[config.mk]
export PLATFORM = sky130hd
export DESIGN_NAME = ad7643_dual_sequencer
export DESIGN_NICKNAME = d
export VERILOG_FILES = /design/src/rtl/ad7643_pkg.sv /design/src/rtl/ad7643_serial_rx.sv /design/src/rtl/ad7643_dual_sequencer.sv
export SDC_FILE = /design/constraint.sdc
export NUM_CORES = 1
export LEC_CHECK = 0
export CAP_MARGIN = 30
export CORE_MARGIN = 4
export CORE_UTILIZATION = 50
export DETAILED_ROUTE_END_ITERATION = 8
export MAX_ROUTING_LAYER = met4
export PLACE_DENSITY = 0.73
export SLEW_MARGIN = 30
export SYNTH_ARGS = -nofsm -noshare
export SYNTH_HDL_FRONTEND = slang
export SYNTH_SLANG_ARGS = --single-unit
[constraint.sdc]
create_clock -name CLK -period 5.6 [get_ports CLK]
set_clock_uncertainty 0.2 [all_clocks]
set_input_delay 1.68 -clock CLK [delete_from_list [all_inputs] [get_ports CLK]]
set_output_delay 1.68 -clock CLK [all_outputs]
set_load 0.1 [all_outputs]
[src/rtl/ad7643_pkg.sv]
// ad7643_pkg: shared state encoding, widths and timing defaults for the AD7643 dual sequencer
package ad7643_pkg;
  typedef enum logic [2:0] {S_IDLE, S_CNV, S_WAIT_BUSY, S_SHIFT, S_STORE0, S_STORE1, S_GAP} state_t;
  localparam int DATA_W_DEF    = 18;
  localparam int ADRS_W_DEF    = 14;
  localparam int SCLK_HALF_DEF = 3;
  localparam int CNV_LOW_DEF   = 5;
  localparam int BUSY_TMO_DEF  = 255;
  localparam int GAP_DEF       = 4;
  localparam int CNT_W         = 16;
endpackage

[src/rtl/ad7643_serial_rx.sv]
// ad7643_serial_rx: shared SCLK generator and two MSB-first shift registers for slave-mode readout
module ad7643_serial_rx #(
  parameter int SCLK_HALF = 3,
  parameter int DATA_W = 18
) (
  input  logic              CLK,
  input  logic              RST,
  input  logic              go,
  input  logic              sdout0,
  input  logic              sdout1,
  output logic              sclk,
  output logic [DATA_W-1:0] word0,
  output logic [DATA_W-1:0] word1,
  output logic              rx_done
);
  localparam int HW = $clog2(SCLK_HALF + 1);
  localparam int BW = $clog2(DATA_W + 1);
  logic          active;
  logic [HW-1:0] hcnt;
  logic [BW-1:0] nbits;
  logic          flip;
  assign flip = active && hcnt == HW'(SCLK_HALF - 1);
  // combinational so the FSM leaves SHIFT on the same edge as the last falling SCLK
  assign rx_done = flip && sclk && nbits == BW'(DATA_W - 1);
  always_ff @(posedge CLK or posedge RST)
    if (RST) begin
      active <= 1'b0;
      hcnt <= '0;
      nbits <= '0;
      sclk <= 1'b0;
      word0 <= '0;
      word1 <= '0;
    end else if (go) begin
      active <= 1'b1;
      hcnt <= '0;
      nbits <= '0;
      sclk <= 1'b0;
    end else if (active) begin
      hcnt <= flip ? '0 : hcnt + 1'b1;
      if (flip) sclk <= !sclk;
      if (flip && sclk) begin
        word0 <= {word0[DATA_W-2:0], sdout0};
        word1 <= {word1[DATA_W-2:0], sdout1};
        nbits <= nbits + 1'b1;
        active <= !rx_done;
      end
    end
endmodule

[src/rtl/ad7643_dual_sequencer.sv]
// ad7643_dual_sequencer: simultaneous dual AD7643 conversion, serial readout and paired sample-memory writes
module ad7643_dual_sequencer import ad7643_pkg::*; #(
  parameter int SCLK_HALF = SCLK_HALF_DEF,
  parameter int CNV_LOW = CNV_LOW_DEF,
  parameter int BUSY_TMO = BUSY_TMO_DEF,
  parameter int GAP = GAP_DEF,
  parameter int DATA_W = DATA_W_DEF,
  parameter int ADRS_W = ADRS_W_DEF
) (
  input  logic              CLK,
  input  logic              RST,
  input  logic              start,
  input  logic              stop,
  input  logic [15:0]       nframes,
  output logic              adcnvst,
  output logic              adcs,
  output logic              adsclk,
  input  logic              adbusy0,
  input  logic              adbusy1,
  input  logic              adsdout0,
  input  logic              adsdout1,
  output logic              wr_en,
  output logic [ADRS_W-1:0] wr_adrs,
  output logic [DATA_W-1:0] wr_data,
  output logic              busy,
  output logic              done,
  output logic              err_tmo,
  output logic              wrapped
);
  state_t             state, state_n;
  logic [CNT_W-1:0]   cnt;
  logic [15:0]        nfr;
  logic [1:0]         b0_s, b1_s;
  logic               stop_l, both_low, tmo, go, rx_done, last;
  logic [DATA_W-1:0]  word0, word1;
  assign both_low = !b0_s[1] && !b1_s[1];
  assign go = state == S_WAIT_BUSY && both_low;
  assign tmo = state == S_WAIT_BUSY && !both_low && cnt == CNT_W'(BUSY_TMO - 1);
  assign last = stop_l || (nframes != '0 && nfr == nframes);
  assign wr_en = state == S_STORE0 || state == S_STORE1;
  assign wr_data = state == S_STORE1 ? word1 : state == S_STORE0 ? word0 : '0;
  assign busy = state != S_IDLE;
  ad7643_serial_rx #(.SCLK_HALF(SCLK_HALF), .DATA_W(DATA_W)) u_rx (
    .CLK(CLK), .RST(RST), .go(go), .sdout0(adsdout0), .sdout1(adsdout1),
    .sclk(adsclk), .word0(word0), .word1(word1), .rx_done(rx_done)
  );
  always_comb begin
    state_n = state;
    case (state)
      S_IDLE:      state_n = start ? S_CNV : S_IDLE;
      S_CNV:       state_n = cnt == CNT_W'(CNV_LOW - 1) ? S_WAIT_BUSY : S_CNV;
      S_WAIT_BUSY: state_n = both_low ? S_SHIFT : tmo ? S_GAP : S_WAIT_BUSY;
      S_SHIFT:     state_n = rx_done ? S_STORE0 : S_SHIFT;
      S_STORE0:    state_n = S_STORE1;
      S_STORE1:    state_n = S_GAP;
      S_GAP:       state_n = cnt == CNT_W'(GAP - 1) ? (last ? S_IDLE : S_CNV) : S_GAP;
      default:     state_n = S_IDLE;
    endcase
  end
  // converter strobes are registered from next-state so the pins never glitch on state decode
  always_ff @(posedge CLK or posedge RST)
    if (RST) begin
      state <= S_IDLE;
      cnt <= '0;
      nfr <= '0;
      b0_s <= '1;
      b1_s <= '1;
      stop_l <= 1'b0;
      adcnvst <= 1'b1;
      adcs <= 1'b1;
      done <= 1'b0;
      wr_adrs <= '0;
      err_tmo <= 1'b0;
      wrapped <= 1'b0;
    end else begin
      state <= state_n;
      cnt <= state_n != state ? '0 : cnt + 1'b1;
      b0_s <= {b0_s[0], adbusy0};
      b1_s <= {b1_s[0], adbusy1};
      stop_l <= state_n == S_IDLE ? 1'b0 : stop_l | (stop && state != S_IDLE);
      adcnvst <= state_n != S_CNV;
      adcs <= state_n != S_SHIFT;
      done <= state == S_GAP && state_n == S_IDLE;
      if (state == S_IDLE && start) begin
        wr_adrs <= '0;
        nfr <= '0;
        err_tmo <= 1'b0;
        wrapped <= 1'b0;
      end
      if (tmo) begin
        err_tmo <= 1'b1;
        nfr <= nfr + 1'b1;
      end
      if (wr_en) begin
        wr_adrs <= wr_adrs + 1'b1;
        if (&wr_adrs) wrapped <= 1'b1;
      end
      if (state == S_STORE1) nfr <= nfr + 1'b1;
    end
endmodule

# Yosys cells after proc, flatten, opt, wreduce, memory -nomap -nowiden
# Index checks and enable logic that the tools add are counted.
# W data, S select, Z words.
dict set report word_totals {
  elab_cells 106
  output_inout_bits 40
  regBits 104
  in_bits 24
}
dict set report classes {
  reduce_logical 32
  bitwise_logic 2
  n_eq_ne 15
  n_mux 34
  n_addsub 5
}
# op n
set op_table {}
lappend op_table {{$mux W16} 4}
lappend op_table {{$mux W18} 2}
lappend op_table {{$add A16 B1 Y16 const B} 2}
lappend op_table {{$mux W14} 2}
lappend op_table {{$pmux W3 S7} 1}
lappend op_table {{$eq A16 B16 Y1} 1}
lappend op_table {{$eq A16 B2 Y1 const B} 1}
lappend op_table {{$eq A16 B3 Y1 const B} 1}
lappend op_table {{$eq A16 B8 Y1 const B} 1}
lappend op_table {{$reduce_bool A16 Y1} 1}
lappend op_table {{$mux W5} 3}
lappend op_table {{$add A14 B1 Y14 const B} 1}
lappend op_table {{$mux W1} 14}
lappend op_table {{$reduce_and A14 Y1} 1}
lappend op_table {{$mux W3} 4}
lappend op_table {{$logic_and A1 B1 Y1} 11}
lappend op_table {{$reduce_bool A2 Y1} 5}
lappend op_table {{$eq A3 B3 Y1 const B} 3}
lappend op_table {{$mux W2} 4}
lappend op_table {{$eq A3 B2 Y1 const B} 2}
lappend op_table {{$logic_not A3 Y1} 2}
lappend op_table {{$reduce_bool A3 Y1} 2}
lappend op_table {{$add A5 B1 Y5 const B} 1}
lappend op_table {{$eq A5 B5 Y1 const B} 1}
lappend op_table {{other kinds (12)} 18}

# Depth between registers and ports, before layout
dict set report logic_depth {
  ltp_word 10
  mapped_depth 8
  mapped_depth_nobuf 8
}

# Cells and area by module
# From an unflattened synthesis, not the netlist that was laid out.
dict set report hier_totals {
  hier_cells 512
  area_unflattened_um2 5431.5
}
# mod n_inst area_per_inst_um2 seq_area_each_um2 cells_per_inst
set modules_own_cells {}
lappend modules_own_cells {ad7643_dual_sequencer 1 3487.1 1483.9 390}
lappend modules_own_cells {ad7643_serial_rx 1 1944.4 1126.1 122}

# Least setup slack after synthesis
# OpenSTA, ideal clock, no wires.
dict set report synth_path {
  path_kind {flip-flop to output port}
  from {register state[0]}
  to {output port wr_data[10]}
  arrival_time_ps 2772
  path_slack_ps 948
  path_stages_with_launch 6
  n_path_buf 3
  required_time_ps 3720
  cell_sequence {dfrtp_1 -> buf_6 -> clkbuf_1 -> buf_1 -> mux2i_1 -> nor2_1}
}
dict set report synth_via {
  elab_chain_len 3
  word_cells_on_any_way 4
  classes_between {eq/ne (2); mux (2)}
}
# element line_no
set synth_lines {}
lappend synth_lines {{start: declaration} ad7643_dual_sequencer.sv:30} ;# state_t state, state_n;
lappend synth_lines {{start signal: assignment} ad7643_dual_sequencer.sv:76} ;# state <= state_n;
lappend synth_lines {{$eq A3 B3 Y1} ad7643_dual_sequencer.sv:41} ;# assign wr_data = state == S_STORE1 ? word1 : state == S_STORE0 ? word0 : '0;
lappend synth_lines {{$mux W18} ad7643_dual_sequencer.sv:41}
lappend synth_lines {{$mux W18 (*)} ad7643_dual_sequencer.sv:41}
lappend synth_lines {{end: declaration} ad7643_dual_sequencer.sv:24} ;# output logic [DATA_W-1:0] wr_data,
# Every way passes the cells marked *; elsewhere a longest branch is shown, timed or not.

# Final worst setup path
dict set report layout_path {
  from {register state[2]}
  to {output port wr_data[3]}
}
# Same word-level chain as after synthesis.

==> results.tsv <==
metric	value	unit
pin slew with the least headroom to its limit	0.992	ns
share of the synthesized area in compound gates (AO/OA/AOI/OAI)	7.78	%
ranking of synthesized cells by area	sky130_fd_sc_hd__dfrtp_1, sky130_fd_sc_hd__mux2_2, sky130_fd_sc_hd__mux2i_1, sky130_fd_sc_hd__xor2_1, sky130_fd_sc_hd__nor2_1	
total power after layout	2.20	mW
total of endpoints with negative setup slack in the final report	0	
pin count of the biggest net entering global routing	42	
Placed Area	5930	um^2
area of the multi-input gates	2480	um^2
synthesized instance count	504	
net switching component of the power	0.926	mW
first-pass GRT wire length	18.7	mm
arrival time of data at the critical path endpoint	2.12	ns
remaining design rule violation count	0	
netlist area before placement	5230	um^2
Buf+Inv Stages, Crit Path	2	
remaining antenna violation count	0	
Cell Int Power	1.27	mW
library cell used as clock root buffer	sky130_fd_sc_hd__clkbuf_8	
Unique masters post-synth	53	
half-perimeter wire length of the detailed placement result	7.71	mm
Post-synth EDFFs	0	
worst setup path category	register to output port	
total clock buffers created by CTS	9	
summed area of non-filler cells in the final layout	6120	um^2
simple-gate share of the synthesized area	19.4	%
number of rows created at floorplan	37	
starting utilization of the core area	51.1	%
sequential fraction of design power	46.2	%
count of buffers inserted at the top-level ports	63	
number of global-route vias before repair	3896	
fraction of synthesized area in multiplexers	12.0	%
placeable core area	10200	um^2
Setup Buffers After CTS	0	
worst-case clock buffer depth	2	
post-DR wirelength/cell	15.5	um
worst endpoint required time	3.72	ns
quantity of hold-fixing buffers added after cts	0	
setup repair after global routing missed its margin	no	
library cell contributing the largest single delay on the critical path	sky130_fd_sc_hd__dfrtp_1	
xor/xnor share of the synthesized area	6.54	%
share of Yosys cell area claimed by the top area cell type	46.9	%
final layout net count	592	
Sw Ratio	42.1	%
full die area	12100	um^2
sequential-to-total area share from yosys stat	50.0	%
Setup crit end kind	output port	
weighted congestion reported at the end of routability-driven placement	0.869	
Period Utilization, post-route	71.5	%
global-route usage over all layers	19.7	%
first-pass iteration count of the detailed router	4	
cells traversed along the worst timing path	nand2_1 > buf_4 > nor2_1 > buf_4	
I/O pins	64	
largest incremental delay on the critical path	0.55	ns
largest delay contributor family on the critical path	buffers and inverters	
n_diodes	0	
post-cts repair resize count	0	
synth cell count leaders	sky130_fd_sc_hd__dfrtp_1, sky130_fd_sc_hd__nor2_1, sky130_fd_sc_hd__nand2_1, sky130_fd_sc_hd__mux2_2, sky130_fd_sc_hd__o21ai_0	
share of post-route cells with drive strength above 1	16.4	%
yosys warns	0	
worst slack on hold paths	0.161	ns
layout-stage area growth over the synthesis result	17.1	%
proportion of power drawn by the clock network	20.2	%
die span in y	110	um
Hold Crit Class	register to register	
power share of the combinational group	33.6	%
TritonCTS clock tree	done	
total of flip-flops plus latches after synthesis	104	
worst slack at placement	1.35	ns
largest fanout of any net on the critical path	19	
post-synthesis net count	535	
prevailing post-synth register cell	sky130_fd_sc_hd__dfrtp_1	
Peak supply drop	0.000352	V
initial DRC count	256	
Highest Clock Rate	0.250	GHz
leakage power figure	2.80	nW
number of vias after detailed routing	3957	
CP dominant cell by count	sky130_fd_sc_hd__buf_4	
status	finished, final reports clean	
Worst-Skew Late Latency	0.37	ns
max-capacitance violation count	0	
GRT Residual Overflow	0	
initial antenna violation count	0	
mean cell area of the mapped netlist	10.4	um^2
FFs w/ async S/R, synth	100	%
vias per std cell	5.64	
element type at the critical path start	register	
final worst-path setup slack	1.60	ns
dominant cell by count in the synthesized netlist	sky130_fd_sc_hd__dfrtp_1	
level count of the clock H-tree	3	
combined flip-flop and latch cell area	2610	um^2
CTS sink count	104	
Routed WL	10.9	mm
dominant combinational cell family by area after synthesis	simple AND/OR/NAND/NOR gates	
clk slew on worst S/H paths	0.10	ns
hold violation count in the final report	0	
cell taking the most area after synthesis	sky130_fd_sc_hd__dfrtp_1	
Horiz. Die Dim	110	um
worst max-slew margin expressed relative to the limit	33.6	%
adder-cell share of the synthesized area	1.68	%
Filler cells	867	
power density over cell area	359	nW/um^2
final-report max-slew violation count	0	
setup TNS after final layout	0	ns
minimum clock period	4.00	ns
-- final cells by class --
class	count	share of cell area, %
flip-flops and latches	104	42.7
multi-input cells	366	40.5
repair buffers	69	10.2
well taps	136	2.78
clock buffers	9	2.02
clock inverters	7	1.08
inverters	11	0.716
-- worst paths after layout --
kind	cells past startpoint	startpoint	slack [ns]	to
max in group asynchronous	3	RST	2.91	u_rx.word0[17]
setup / recovery	4	state[2]	1.60	wr_data[3]
hold reg to reg	0	b0_s[0]	0.16	b0_s[1]
setup reg to reg	6	state[0]	2.57	nfr[9]
min in group asynchronous	2	RST	1.44	u_rx.word1[11]
hold / removal	0	b0_s[0]	0.16	b0_s[1]
-- through the flow --
step / util (%) / instances
2_1_floorplan: - / 504
3_3_place_gp: 57.9 / 686
3_5_place_dp: 57.9 / 686
4_1_cts: 59.8 / 702
5_1_grt: 59.8 / 702
6_report: 59.8 / 702
-- cells in the final DEF, fill, tap and decap left out, types with 3 or more instances in the layout --
cell type / count
sky130_fd_sc_hd__nor2_1: 49
sky130_fd_sc_hd__o31ai_1: 3
sky130_fd_sc_hd__nand3_1: 21
sky130_fd_sc_hd__xnor2_1: 15
sky130_fd_sc_hd__nand2_1: 44
sky130_fd_sc_hd__buf_4: 26
sky130_fd_sc_hd__nor4_1: 17
sky130_fd_sc_hd__inv_1: 10
sky130_fd_sc_hd__clkbuf_8: 9
sky130_fd_sc_hd__clkdlybuf4s50_1: 43
sky130_fd_sc_hd__xor2_1: 24
sky130_fd_sc_hd__nor3_1: 16
sky130_fd_sc_hd__nor4b_1: 3
sky130_fd_sc_hd__dfrtp_1: 98
sky130_fd_sc_hd__mux2_2: 36
sky130_fd_sc_hd__dfstp_2: 6
sky130_fd_sc_hd__nand3b_1: 3
sky130_fd_sc_hd__nand4_1: 18
sky130_fd_sc_hd__and3_1: 11
sky130_fd_sc_hd__o21ai_0: 32
sky130_fd_sc_hd__ha_1: 7
sky130_fd_sc_hd__a21oi_1: 7
sky130_fd_sc_hd__mux2i_1: 22
-- sequential cells by signal, indices dropped and copies added (netlist names), 2 cells and up --
name,flops
b1_s,2
u_rx.word0,18
wr_adrs,14
u_rx.nbits,5
b0_s,2
u_rx.hcnt,2
state,3
cnt,16
nfr,16
u_rx.word1,18
-- logic make-up (layout without fill, tap and decap cells) --
group,count (synthesis),count (layout)
compound gates,62,62
simple gates,200,200
mux,58,58
fa+ha+maj,7,7
xor+xnor,39,39
flops,104,104
buf+inv,34,96
-- power groups by stage --
stage          Sequential [mW]  Combinational (mW)  Clock, mW
3_3_place_gp              1.02               0.723          0
6_report                  1.02               0.739      0.443
5_1_grt                   1.04               0.804      0.494
2_1_floorplan             1.23               0.346          0
3_5_place_dp              1.03               0.739          0
4_1_cts                   1.01               0.743      0.455
-- routing by layer --
metal,up-vias,share of wire [%],track usage (%)
met5,-,0,-
met4,0,1.7,6.51
met3,15,3.5,2.85
met2,83,48,30.6
met1,1937,47,26.9
li1,1922,-,-
(Power assumes the default switching activity.)
